## config.mk

```make
export PLATFORM = sky130hd
export DESIGN_NAME = controle_unit
export DESIGN_NICKNAME = d
export VERILOG_FILES = /design/src/rtl/controle_unit.sv
export SDC_FILE = /design/constraint.sdc
export NUM_CORES = 1
export LEC_CHECK = 0
export CORE_MARGIN = 4
export CORE_UTILIZATION = 43
export DETAILED_ROUTE_END_ITERATION = 12
export PLACE_DENSITY = 0.82
export SYNTH_ARGS = -nofsm -noshare
export SYNTH_HDL_FRONTEND = slang
export SYNTH_SLANG_ARGS = --single-unit
```

## constraint.sdc

```tcl
create_clock -name clk -period 4.7 [get_ports clk]
set_input_delay 0.94 -clock clk [delete_from_list [all_inputs] [get_ports clk]]
set_output_delay 0.94 -clock clk [all_outputs]
set_load 0.005 [all_outputs]
```

## src/rtl/controle_unit.sv

```systemverilog
// ============================================================================
// Module   : controle_unit
// Purpose  : MIPS-style main control decoder with registered control outputs
//            and combinational PC+4 / branch-target adders.
// Config   : CONTROLE_OVERFLOW_EN enables sinalMayCauseOverflow (else tied 0).
// Revision : 1.0 - initial release
// ============================================================================
`default_nettype none

module controle_unit (
    input  logic        clk,
    input  logic        rst,
    input  logic [5:0]  opcode,
    input  logic [5:0]  funct,
    input  logic [31:0] pc,
    input  logic [15:0] immediate,
    output logic        regDst,
    output logic        jump,
    output logic        memToReg,
    output logic        ALUsrc,
    output logic        regWrite,
    output logic        sinalMuxJal,
    output logic        sinalSll,
    output logic        sinalSrl,
    output logic        sinalZeroOrSign,
    output logic        sinalLui,
    output logic        sinalMayCauseOverflow,
    output logic        sinalDoControleLhu,
    output logic        sinalDoControleLbu,
    output logic        sinalJal,
    output logic        sinalJr,
    output logic [1:0]  branch,
    output logic [1:0]  memRead,
    output logic [1:0]  memWrite,
    output logic [3:0]  ALUop,
    output logic [31:0] pc_plus_4,
    output logic [31:0] branch_target
);

    localparam logic [3:0] C_ALU_AND  = 4'd0;
    localparam logic [3:0] C_ALU_OR   = 4'd1;
    localparam logic [3:0] C_ALU_ADD  = 4'd2;
    localparam logic [3:0] C_ALU_SUB  = 4'd6;
    localparam logic [3:0] C_ALU_SLT  = 4'd7;
    localparam logic [3:0] C_ALU_SLTU = 4'd8;
    localparam logic [3:0] C_ALU_NOR  = 4'd12;

`ifdef CONTROLE_OVERFLOW_EN
    localparam logic C_OVF_EN = 1'b1;
`else
    localparam logic C_OVF_EN = 1'b0;
`endif

    typedef struct packed {
        logic       reg_dst;
        logic       jump;
        logic       mem_to_reg;
        logic       alu_src;
        logic       reg_write;
        logic       mux_jal;
        logic       sll;
        logic       srl;
        logic       zero_or_sign;
        logic       lui;
        logic       ovf;
        logic       lhu;
        logic       lbu;
        logic       jal;
        logic       jr;
        logic [1:0] branch;
        logic [1:0] mem_read;
        logic [1:0] mem_write;
        logic [3:0] alu_op;
    } ctrl_t;

    ctrl_t ctrl_d;
    ctrl_t ctrl_q;
    logic  rtype_hit;

    always_comb begin
        ctrl_d    = '0;
        rtype_hit = 1'b0;
        case (opcode)
            6'h00: begin
                rtype_hit = 1'b1;
                case (funct)
                    6'h20: begin ctrl_d.alu_op = C_ALU_ADD;  ctrl_d.ovf = C_OVF_EN; end
                    6'h21: ctrl_d.alu_op = C_ALU_ADD;
                    6'h22: begin ctrl_d.alu_op = C_ALU_SUB;  ctrl_d.ovf = C_OVF_EN; end
                    6'h23: ctrl_d.alu_op = C_ALU_SUB;
                    6'h24: ctrl_d.alu_op = C_ALU_AND;
                    6'h25: ctrl_d.alu_op = C_ALU_OR;
                    6'h27: ctrl_d.alu_op = C_ALU_NOR;
                    6'h2A: ctrl_d.alu_op = C_ALU_SLT;
                    6'h2B: ctrl_d.alu_op = C_ALU_SLTU;
                    6'h00: ctrl_d.sll    = 1'b1;
                    6'h02: ctrl_d.srl    = 1'b1;
                    6'h08: begin rtype_hit = 1'b0; ctrl_d.jr = 1'b1; end
                    default: rtype_hit = 1'b0;
                endcase
                // jr and unknown funct fall out here with no register write.
                ctrl_d.reg_dst   = rtype_hit;
                ctrl_d.reg_write = rtype_hit;
            end
            6'h08, 6'h09, 6'h0A, 6'h0B, 6'h0C, 6'h0D: begin
                ctrl_d.alu_src   = 1'b1;
                ctrl_d.reg_write = 1'b1;
                case (opcode)
                    6'h08: begin ctrl_d.alu_op = C_ALU_ADD; ctrl_d.ovf = C_OVF_EN; end
                    6'h09: ctrl_d.alu_op = C_ALU_ADD;
                    6'h0A: ctrl_d.alu_op = C_ALU_SLT;
                    6'h0B: ctrl_d.alu_op = C_ALU_SLTU;
                    6'h0C: begin ctrl_d.alu_op = C_ALU_AND; ctrl_d.zero_or_sign = 1'b1; end
                    default: begin ctrl_d.alu_op = C_ALU_OR; ctrl_d.zero_or_sign = 1'b1; end
                endcase
            end
            6'h0F: begin
                ctrl_d.lui       = 1'b1;
                ctrl_d.reg_write = 1'b1;
            end
            6'h23, 6'h25, 6'h24: begin
                ctrl_d.alu_src    = 1'b1;
                ctrl_d.mem_to_reg = 1'b1;
                ctrl_d.reg_write  = 1'b1;
                ctrl_d.alu_op     = C_ALU_ADD;
                case (opcode)
                    6'h23: ctrl_d.mem_read = 2'b01;
                    6'h25: begin ctrl_d.mem_read = 2'b10; ctrl_d.lhu = 1'b1; end
                    default: begin ctrl_d.mem_read = 2'b11; ctrl_d.lbu = 1'b1; end
                endcase
            end
            6'h2B: begin ctrl_d.alu_src = 1'b1; ctrl_d.alu_op = C_ALU_ADD; ctrl_d.mem_write = 2'b01; end
            6'h29: begin ctrl_d.alu_src = 1'b1; ctrl_d.alu_op = C_ALU_ADD; ctrl_d.mem_write = 2'b10; end
            6'h28: begin ctrl_d.alu_src = 1'b1; ctrl_d.alu_op = C_ALU_ADD; ctrl_d.mem_write = 2'b11; end
            6'h04: begin ctrl_d.alu_op = C_ALU_SUB; ctrl_d.branch = 2'b01; end
            6'h05: begin ctrl_d.alu_op = C_ALU_SUB; ctrl_d.branch = 2'b10; end
            6'h02: ctrl_d.jump = 1'b1;
            6'h03: begin
                ctrl_d.jump      = 1'b1;
                ctrl_d.mux_jal   = 1'b1;
                ctrl_d.jal       = 1'b1;
                ctrl_d.reg_write = 1'b1;
            end
            default: ctrl_d = '0;
        endcase
    end

    always_ff @(posedge clk) begin
        if (rst) begin
            ctrl_q <= '0;
        end else begin
            ctrl_q <= ctrl_d;
        end
    end

    assign regDst                = ctrl_q.reg_dst;
    assign jump                  = ctrl_q.jump;
    assign memToReg              = ctrl_q.mem_to_reg;
    assign ALUsrc                = ctrl_q.alu_src;
    assign regWrite              = ctrl_q.reg_write;
    assign sinalMuxJal           = ctrl_q.mux_jal;
    assign sinalSll              = ctrl_q.sll;
    assign sinalSrl              = ctrl_q.srl;
    assign sinalZeroOrSign       = ctrl_q.zero_or_sign;
    assign sinalLui              = ctrl_q.lui;
    assign sinalMayCauseOverflow = ctrl_q.ovf;
    assign sinalDoControleLhu    = ctrl_q.lhu;
    assign sinalDoControleLbu    = ctrl_q.lbu;
    assign sinalJal              = ctrl_q.jal;
    assign sinalJr               = ctrl_q.jr;
    assign branch                = ctrl_q.branch;
    assign memRead               = ctrl_q.mem_read;
    assign memWrite              = ctrl_q.mem_write;
    assign ALUop                 = ctrl_q.alu_op;

    // Address arithmetic is purely combinational and ignores rst.
    assign pc_plus_4     = pc + 32'd4;
    assign branch_target = pc_plus_4 + {{14{immediate[15]}}, immediate, 2'b00};

endmodule

`default_nettype wire

```

==> impl_metrics.py, run 1 <==
metrics = {
    "sta": {
        "postGrtWorstEndpoint": "branch_target[30]",
        "worstEndpointType": "primary output",
    },
    "floorplan": {
        "die_w_um": 96.36,
        "io_pins": 151,
        "die_height_um": 96.36,
        "row_count": 31,
        "start_util_pct": 45.31,
    },
    "yosys": {
        "ys_seq_area_share_pct": 13.72,
        "ys_async_sr_fraction_pct": 0,
        "synthFlopType": "dfxtp_1",
        "synth_warnings": 0,
        "synth_cells": 463,
        "synth.cell_area_um2": 3357,
        "post_synth.cell_area_avg_um2": 7.250,
        "synth_edf_count": 0,
        "synth_nets": 559,
        "ys_types": 66,
        "synth-seq-cells": 23,
    },
    "clock_network": {
        "cts_buffers": 3,
        "cts_sinks": 23,
        "cts_hold_buf": 0,
        "cts-root-buf": "clkbuf_8",
        "htree_levels": 1,
        "clk_path_buf_depth": 2,
    },
    "place": {
        "place_ws_ns": -0.9560,
        "gp_congestion": 0.9278,
        "place_hpwl_um": 11500,
        "placedCellCount": 839,
        "port_buffers": 143,
    },
    "status": {
        "lastStage": "global routing",
        "tool.error": "[ERROR DPL-0038] Utilization greater than 100%, impossible to legalize",
        "status": "aborted with a tool error",
    },
    "grt": {
        "grt_max_degree": 18,
    },
}
## through the flow
stage	util [%]	TNS (ns)	area (um2)	hold slack [ns]
4_1_cts	89.14	0	6604	1.421
3_5_place_dp	80.70	-14.44	5978	1.642
3_3_place_gp	80.70	-12.49	5978	1.643
2_1_floorplan	-	0	3357	1.017
## synth_stat cells, types with 6 or more instances
cell       n  area share (%)
nand2_1   45             5.0
a21oi_1   42             6.3
xnor2_1   41              11
nor2_1    39             4.4
ha_1      33              12
o21ai_0   31             4.6
nand3_1   25             3.7
dfxtp_1   23              14
xor2_1    14             3.7
and3_1    13             2.4
clkbuf_1  13             1.5
nand4_1   12             2.2
inv_1     10             1.1
nor3_1     8             1.2
o21a_1     7             1.6
a21o_1     6             1.3
buf_2      6            0.89
buf_4      6             1.3
nand2b_1   6             1.1
## timing repair
item | in CTS
setup buffers | 29
setup endpoints to repair | 23
pin swaps | 53
resized for setup | 153
## cells by family after synthesis
group / synth area share [%]
AND/OR/NAND/NOR: 28.89
AO/OA/AOI/OAI: 24.60
XOR/XNOR: 14.35
buffers and inverters: 5.144
adder cells (fa/ha/maj): 12.90
flip-flops: 13.72
other: 0.1117
multiplexers: 0.2982
==> run 2: changes to the inputs <==
--- a/config.mk
+++ b/config.mk
@@ -6,9 +6,9 @@
 export NUM_CORES = 1
 export LEC_CHECK = 0
 export CORE_MARGIN = 4
-export CORE_UTILIZATION = 43
+export CORE_UTILIZATION = 40
 export DETAILED_ROUTE_END_ITERATION = 12
-export PLACE_DENSITY = 0.82
+export PLACE_DENSITY_LB_ADDON = 0.15
 export SYNTH_ARGS = -nofsm -noshare
 export SYNTH_HDL_FRONTEND = slang
 export SYNTH_SLANG_ARGS = --single-unit
==> run 2 against run 1 <==
Net effect: the flow now finishes, with violations (setup timing); synthesized cell count did not move; area after synthesis did not move.
==> impl_metrics.py, run 2 <==
metrics = {
    "final_layout": {
        "n_antenna_cell": 0,
        "largest_reg_flops": 4,
        "drive_above_1_share_pct": 44.47,
        "fin_nets": 884,
        "stdcell_count": 892,
        "final_cell_mix": "197 x buf_4, 106 x clkdlybuf4s50_1, 35 x nand2_1",
        "area_growth_pct": 113.2,
        "final_common_cell": "buf_4",
    },
    "sta": {
        "slew_headroom_pct": 58.25,
        "whs_ns": 1.404,
        "fmax_mhz": 201.2,
        "setup_viol": 11,
        "finalCritPeriodShare_pct": 105.7,
        "fin_setup_tns_ns": -0.7457,
        "worstMarginPinSlew_ns": 0.6243,
        "finalHoldViolCount": 0,
        "rsz0062_at_grt": "yes",
        "layout_setup_ws_ns": -0.2690,
        "period_needed_ns": 4.969,
        "drv_slew": 0,
    },
    "yosys": {
        "yosysMostFrequentCell": "nand2_1",
        "synth_edf_count": 0,
        "synth_cells": 463,
        "synth_warnings": 0,
        "ys_types": 66,
        "synth_nets": 559,
        "synth_area_leaders": "dfxtp_1 14%, ha_1 12%, xnor2_1 11%",
        "ys_seq_area_share_pct": 13.72,
        "synth_top_family_by_area": "simple AND/OR/NAND/NOR gates",
        "synth.cell_area_um2": 3357,
        "synth-seq-cells": 23,
        "ys_async_sr_fraction_pct": 0,
        "post_synth.cell_area_avg_um2": 7.250,
        "synth_top_area_share_pct": 13.72,
        "yosys.area_share.simple_pct": 28.89,
        "yosys-mux-area-fraction_pct": 0.2982,
        "synth_compound_area_share_pct": 24.60,
        "synth-xor-area-share_pct": 14.35,
        "synthFlopType": "dfxtp_1",
        "synthAdderAreaFrac_pct": 12.90,
        "yosysTopAreaCell": "dfxtp_1",
        "synth_common_cells": "45 x nand2_1, 42 x a21oi_1, 41 x xnor2_1, 39 x nor2_1, 33 x ha_1",
    },
    "floorplan": {
        "start_util_pct": 41.06,
        "io_pins": 151,
        "die_w_um": 99.61,
        "core_um2": 8175,
        "die_height_um": 99.61,
        "row_count": 33,
        "floorplan.die_area_um2": 9922,
    },
    "setup_path": {
        "critPathCaptureType": "output port",
        "cpMostUsedCell": "o21ai_1",
        "worstPathCellList": "buf_8 -> nand2_2 -> nor3_2 -> buf_4 -> and3_4 -> nand4_1 -> xnor2_2 -> ha_4 -> buf_4 -> o21ai_1 -> o21ai_1 -> a211oi_1 -> o21ai_1 -> a41oi_2 -> xnor2_1 -> buf_2",
        "cp_data_required_time_ns": 3.76,
        "slowest_stage": "a211oi_1",
        "critPathLaunchType": "primary input",
        "crit_arrival_ns": 4.03,
        "critPathMaxStageDelay_ns": 0.43,
        "cp_max_fo": 5,
        "path_class": "primary input to output port",
    },
    "power": {
        "netSwitchingFraction_pct": 40.65,
        "pwr-share-comb_pct": 74.3,
        "p_sw_uw": 498.7,
        "p_clk_share_pct": 9.7,
        "p_leak_uw": 0.003201,
        "pwr-share-seq_pct": 16.1,
        "p_int_uw": 728.2,
        "power_uw": 1227,
        "max-vdd-ir-drop_v": 0.0001128,
        "p_per_area_nw_per_um2": 171.4,
    },
    "grt": {
        "grt_pass1_wl_um": 24810,
        "antenna_found_initial": 0,
        "grt_pass1_vias": 5249,
        "overflow": 0,
        "grt_max_degree": 18,
        "gr-usage-all-layers_pct": 30.05,
    },
    "routing": {
        "wl_per_cell_um": 22.35,
        "ant_nets": 0,
        "drt_iter0_drc": 661,
        "post-route-drc-count": 0,
        "firstDrtPassIters": 8,
        "vias_per_cell": 6.372,
        "vias": 5684,
        "finalWirelength_um": 19940,
    },
    "clock_network": {
        "cts_sinks": 23,
        "cts_buffers": 3,
        "cts_tree": "done",
        "cts-root-buf": "clkbuf_8",
        "htree_levels": 1,
        "clk_path_buf_depth": 2,
        "clk_pin_slew_ns": 0.07,
    },
    "place": {
        "port_buffers": 143,
        "place_hpwl_um": 10260,
        "placedCellCount": 830,
        "place_ws_ns": -1.038,
        "gp_congestion": 0.9396,
    },
    "hold_path": {
        "worstHoldPathType": "primary input to flip-flop",
    },
    "status": {
        "status": "complete, but fails checks",
        "failed_checks": "setup timing",
    },
    "run": {
        "cap_violations": 0,
    },
}
-- run 2: cell counts after synthesis --
No cell type changed its count.
-- run 2: power groups by stage --
| stage | registers (uW) | logic, uW | clock network (uW) |
|---|---|---|---|
| final | 197 | 911 | 119 |
| after global routing | 197 | 942 | 128 |
| after CTS | 197 | 773 | 119 |
| after detailed placement | 202 | 697 | 0 |
| after global placement | 202 | 687 | 0 |
| after floorplan | 202 | 292 | 0 |
-- run 2: area by class of cell --
class | instances | area [um2]
multi-input combinational | 404 | 3523
tap | 105 | 131.4
sequential | 23 | 460.4
fill | 355 | 1018
inverter | 10 | 37.54
timing repair buffer | 346 | 2959
clock buffer | 4 | 45.04
-- run 2: through the flow --
step | util [%] | instance area [um2]
2_1_floorplan | - | 3357
3_3_place_gp | 71.99 | 5886
3_5_place_dp | 71.99 | 5886
4_1_cts | 81.96 | 6700
5_1_grt | 87.54 | 7157
6_report | 87.54 | 7157
-- run 2: cell families after synthesis --
kind of cell             Yosys count
flip-flops                        23
AO/OA/AOI/OAI                    127
other                              1
multiplexers                       1
buffers and inverters             36
XOR/XNOR                          55
adder cells (fa/ha/maj)           34
AND/OR/NAND/NOR                  186
-- run 2: what timing repair did --
item	CTS	global route
hold buffers	0	0
resized for setup	170	93
pin swaps	62	45
endpoints found under the setup margin	23	23
setup buffers	42	16
-- run 2: final timing paths --
path	start	to	slack [ns]	cells after the start
setup / recovery	pc[2]	branch_target[28]	-0.27	16
hold / removal	funct[4]	sinalJr	1.40	4
-- run 2: worst max-delay path, delay by kind of cell --
family,cells,cell delay [ns]
XOR/XNOR,2,0.48
AND/OR/NAND/NOR,4,0.63
adder cells (fa/ha/maj),1,0.28
AO/OA/AOI/OAI,5,1.11
buffers and inverters,4,0.58
-- run 2: routing by layer --
layer	vias up	share of wire (%)	GRT usage, %
met4	0	8.0	10.50
met2	523	47	54.70
met5	-	0	0
li1	2338	-	-
met3	205	10	5.400
met1	2618	35	35.10
Power figures use the tool's default switching activity.
==> run 3: changes to the inputs <==
--- a/config.mk
+++ b/config.mk
@@ -9,6 +9,8 @@
 export CORE_UTILIZATION = 40
 export DETAILED_ROUTE_END_ITERATION = 12
 export PLACE_DENSITY_LB_ADDON = 0.15
+export REMOVE_ABC_BUFFERS = 1
+export SLEW_MARGIN = 20
 export SYNTH_ARGS = -nofsm -noshare
 export SYNTH_HDL_FRONTEND = slang
 export SYNTH_SLANG_ARGS = --single-unit
==> run 3 against run 2 <==
Net effect: sequential power barely moved; highest routed layer unchanged; worst setup slack better by 0.015 ns; wire length decreased by 2.7%; final cell count is 1.0% higher; largest cell class unchanged; non-clock buffer count grew 9; the run still ends with setup timing left; maximum frequency grew 0.30%; critical endpoint is now branch_target[31].
==> impl_metrics.py, run 3 (synthesis gave the netlist of run 2 again) <==
metrics = {
    "floorplan": {
        "start_util_pct": 41.06,
        "row_count": 33,
        "io_pins": 151,
        "die_w_um": 99.61,
        "core_um2": 8175,
        "floorplan.die_area_um2": 9922,
        "die_height_um": 99.61,
    },
    "final_layout": {
        "fin_nets": 893,
        "fin_area_um2": 7119,
        "area_growth_pct": 112.1,
        "largest_reg_flops": 4,
        "multi_input_area_um2": 3453,
        "final_cell_mix": "206 x buf_4, 102 x clkdlybuf4s50_1, 38 x nand2_1",
        "stdcell_count": 901,
        "seq_area_um2": 460.4,
        "final_core_util_pct": 87.08,
        "n_antenna_cell": 0,
        "fill_cells": 364,
        "final_common_cell": "buf_4",
        "drive_above_1_share_pct": 43.47,
    },
    "sta": {
        "rsz0062_at_grt": "yes",
        "finalCritPeriodShare_pct": 105.4,
        "slew_headroom_pct": 57.99,
        "period_needed_ns": 4.954,
        "whs_ns": 1.395,
        "finalHoldViolCount": 0,
        "fmax_mhz": 201.8,
        "setup_viol": 14,
        "worstMarginPinSlew_ns": 0.6281,
        "layout_setup_ws_ns": -0.2543,
        "drv_slew": 0,
    },
    "routing": {
        "drt_iter0_drc": 455,
        "vias": 5547,
        "post-route-drc-count": 0,
        "firstDrtPassIters": 5,
        "ant_nets": 0,
        "finalWirelength_um": 19400,
        "vias_per_cell": 6.156,
        "wl_per_cell_um": 21.53,
    },
    "place": {
        "placedCellCount": 849,
        "dpl-instance-area_um2": 6028,
        "gp_congestion": 0.8836,
        "place_hpwl_um": 10730,
        "port_buffers": 143,
    },
    "power": {
        "p_per_area_nw_per_um2": 169.6,
        "max-vdd-ir-drop_v": 0.0001209,
        "p_leak_uw": 0.003179,
    },
    "setup_path": {
        "critPathLaunchType": "primary input",
        "critPathCaptureType": "output port",
        "cp_data_required_time_ns": 3.76,
        "path_class": "primary input to output port",
        "cp_max_fo": 4,
        "crit_arrival_ns": 4.01,
    },
    "clock_network": {
        "htree_levels": 1,
        "cts_sinks": 23,
        "cts_hold_buf": 0,
        "cts_tree": "done",
        "cts-root-buf": "clkbuf_8",
        "clk_path_buf_depth": 2,
        "cts_buffers": 3,
        "clk_pin_slew_ns": 0.07,
    },
    "status": {
        "failed_checks": "setup timing",
        "status": "complete, but fails checks",
    },
    "grt": {
        "gr-usage-all-layers_pct": 29.46,
        "grt_pass1_wl_um": 24050,
        "grt_pass1_vias": 5079,
        "grt_max_degree": 18,
        "antenna_found_initial": 0,
        "overflow": 0,
    },
    "run": {
        "cap_violations": 0,
    },
    "hold_path": {
        "worstHoldPathType": "primary input to flip-flop",
    },
}
-- run 3: cell count changes in the layout (fill, tap and decap cells not counted), sizes merged --
cell / delta
buf: +9
dlymetal6s2s: -2
dlygate4sd2: +2
clkdlybuf4s50: -4
clkdlybuf4s15: +1
clkbuf: +3
-- run 3: through the flow --
stage,setup slack (ns),total power (uW),TNS [ns]
2_1_floorplan,0.2905,479.3,0
3_3_place_gp,-0.8585,905.0,-13.03
3_5_place_dp,-0.9297,916.7,-14.11
4_1_cts,0.003266,1074,0
5_1_grt,-0.3298,1247,-2.353
6_report,-0.2543,1208,-1.713
-- run 3: layer usage --
| metal | wire length, um | track usage (%) | up-vias |
|---|---|---|---|
| li1 | - | - | 2357 |
| met1 | 7117 | 35.28 | 2560 |
| met2 | 8976 | 52.01 | 475 |
| met3 | 1969 | 6.031 | 155 |
| met4 | 1336 | 10.29 | 0 |
| met5 | 0 | 0 | - |
-- run 3: where the power goes --
part | internal [uW] | switching (uW)
clock network | 60.7 | 61.5
registers | 197 | 0.492
logic | 464 | 424
-- run 3: critical path: stages --
cell and delay (ns):
clkbuf_2 0.15, nand3_4 0.12, nor3_2 0.20, buf_4 0.18, buf_4 0.13, nand4_1 0.18
xnor2_2 0.36, ha_4 0.24, o21a_1 0.21, o21ai_2 0.09, a311oi_1 0.25, o21ai_1 0.19
buf_4 0.18, o211ai_1 0.26, xnor2_1 0.19, buf_2 0.17
-- run 3: layout make-up --
| type | count | share of cell area, % |
|---|---|---|
| inverters | 10 | 0.5272 |
| repair buffers | 355 | 42.02 |
| well taps | 105 | 1.845 |
| multi-input cells | 404 | 48.51 |
| flip-flops and latches | 23 | 6.467 |
| clock buffers | 4 | 0.6327 |
-- run 3: worst paths after layout --
kind                  from                 to  slack (ns)  depth (start not counted)
setup / recovery     pc[7]  branch_target[31]       -0.25                         16
hold / removal    funct[4]            sinalJr        1.39                          4
-- run 3: timing repair --
item / CTS / global route
pin swaps: 43 / 53
buffers inserted: 30 / 18
setup endpoints to repair: 24 / 18
cloned: 0 / 0
resized for setup: 153 / 96
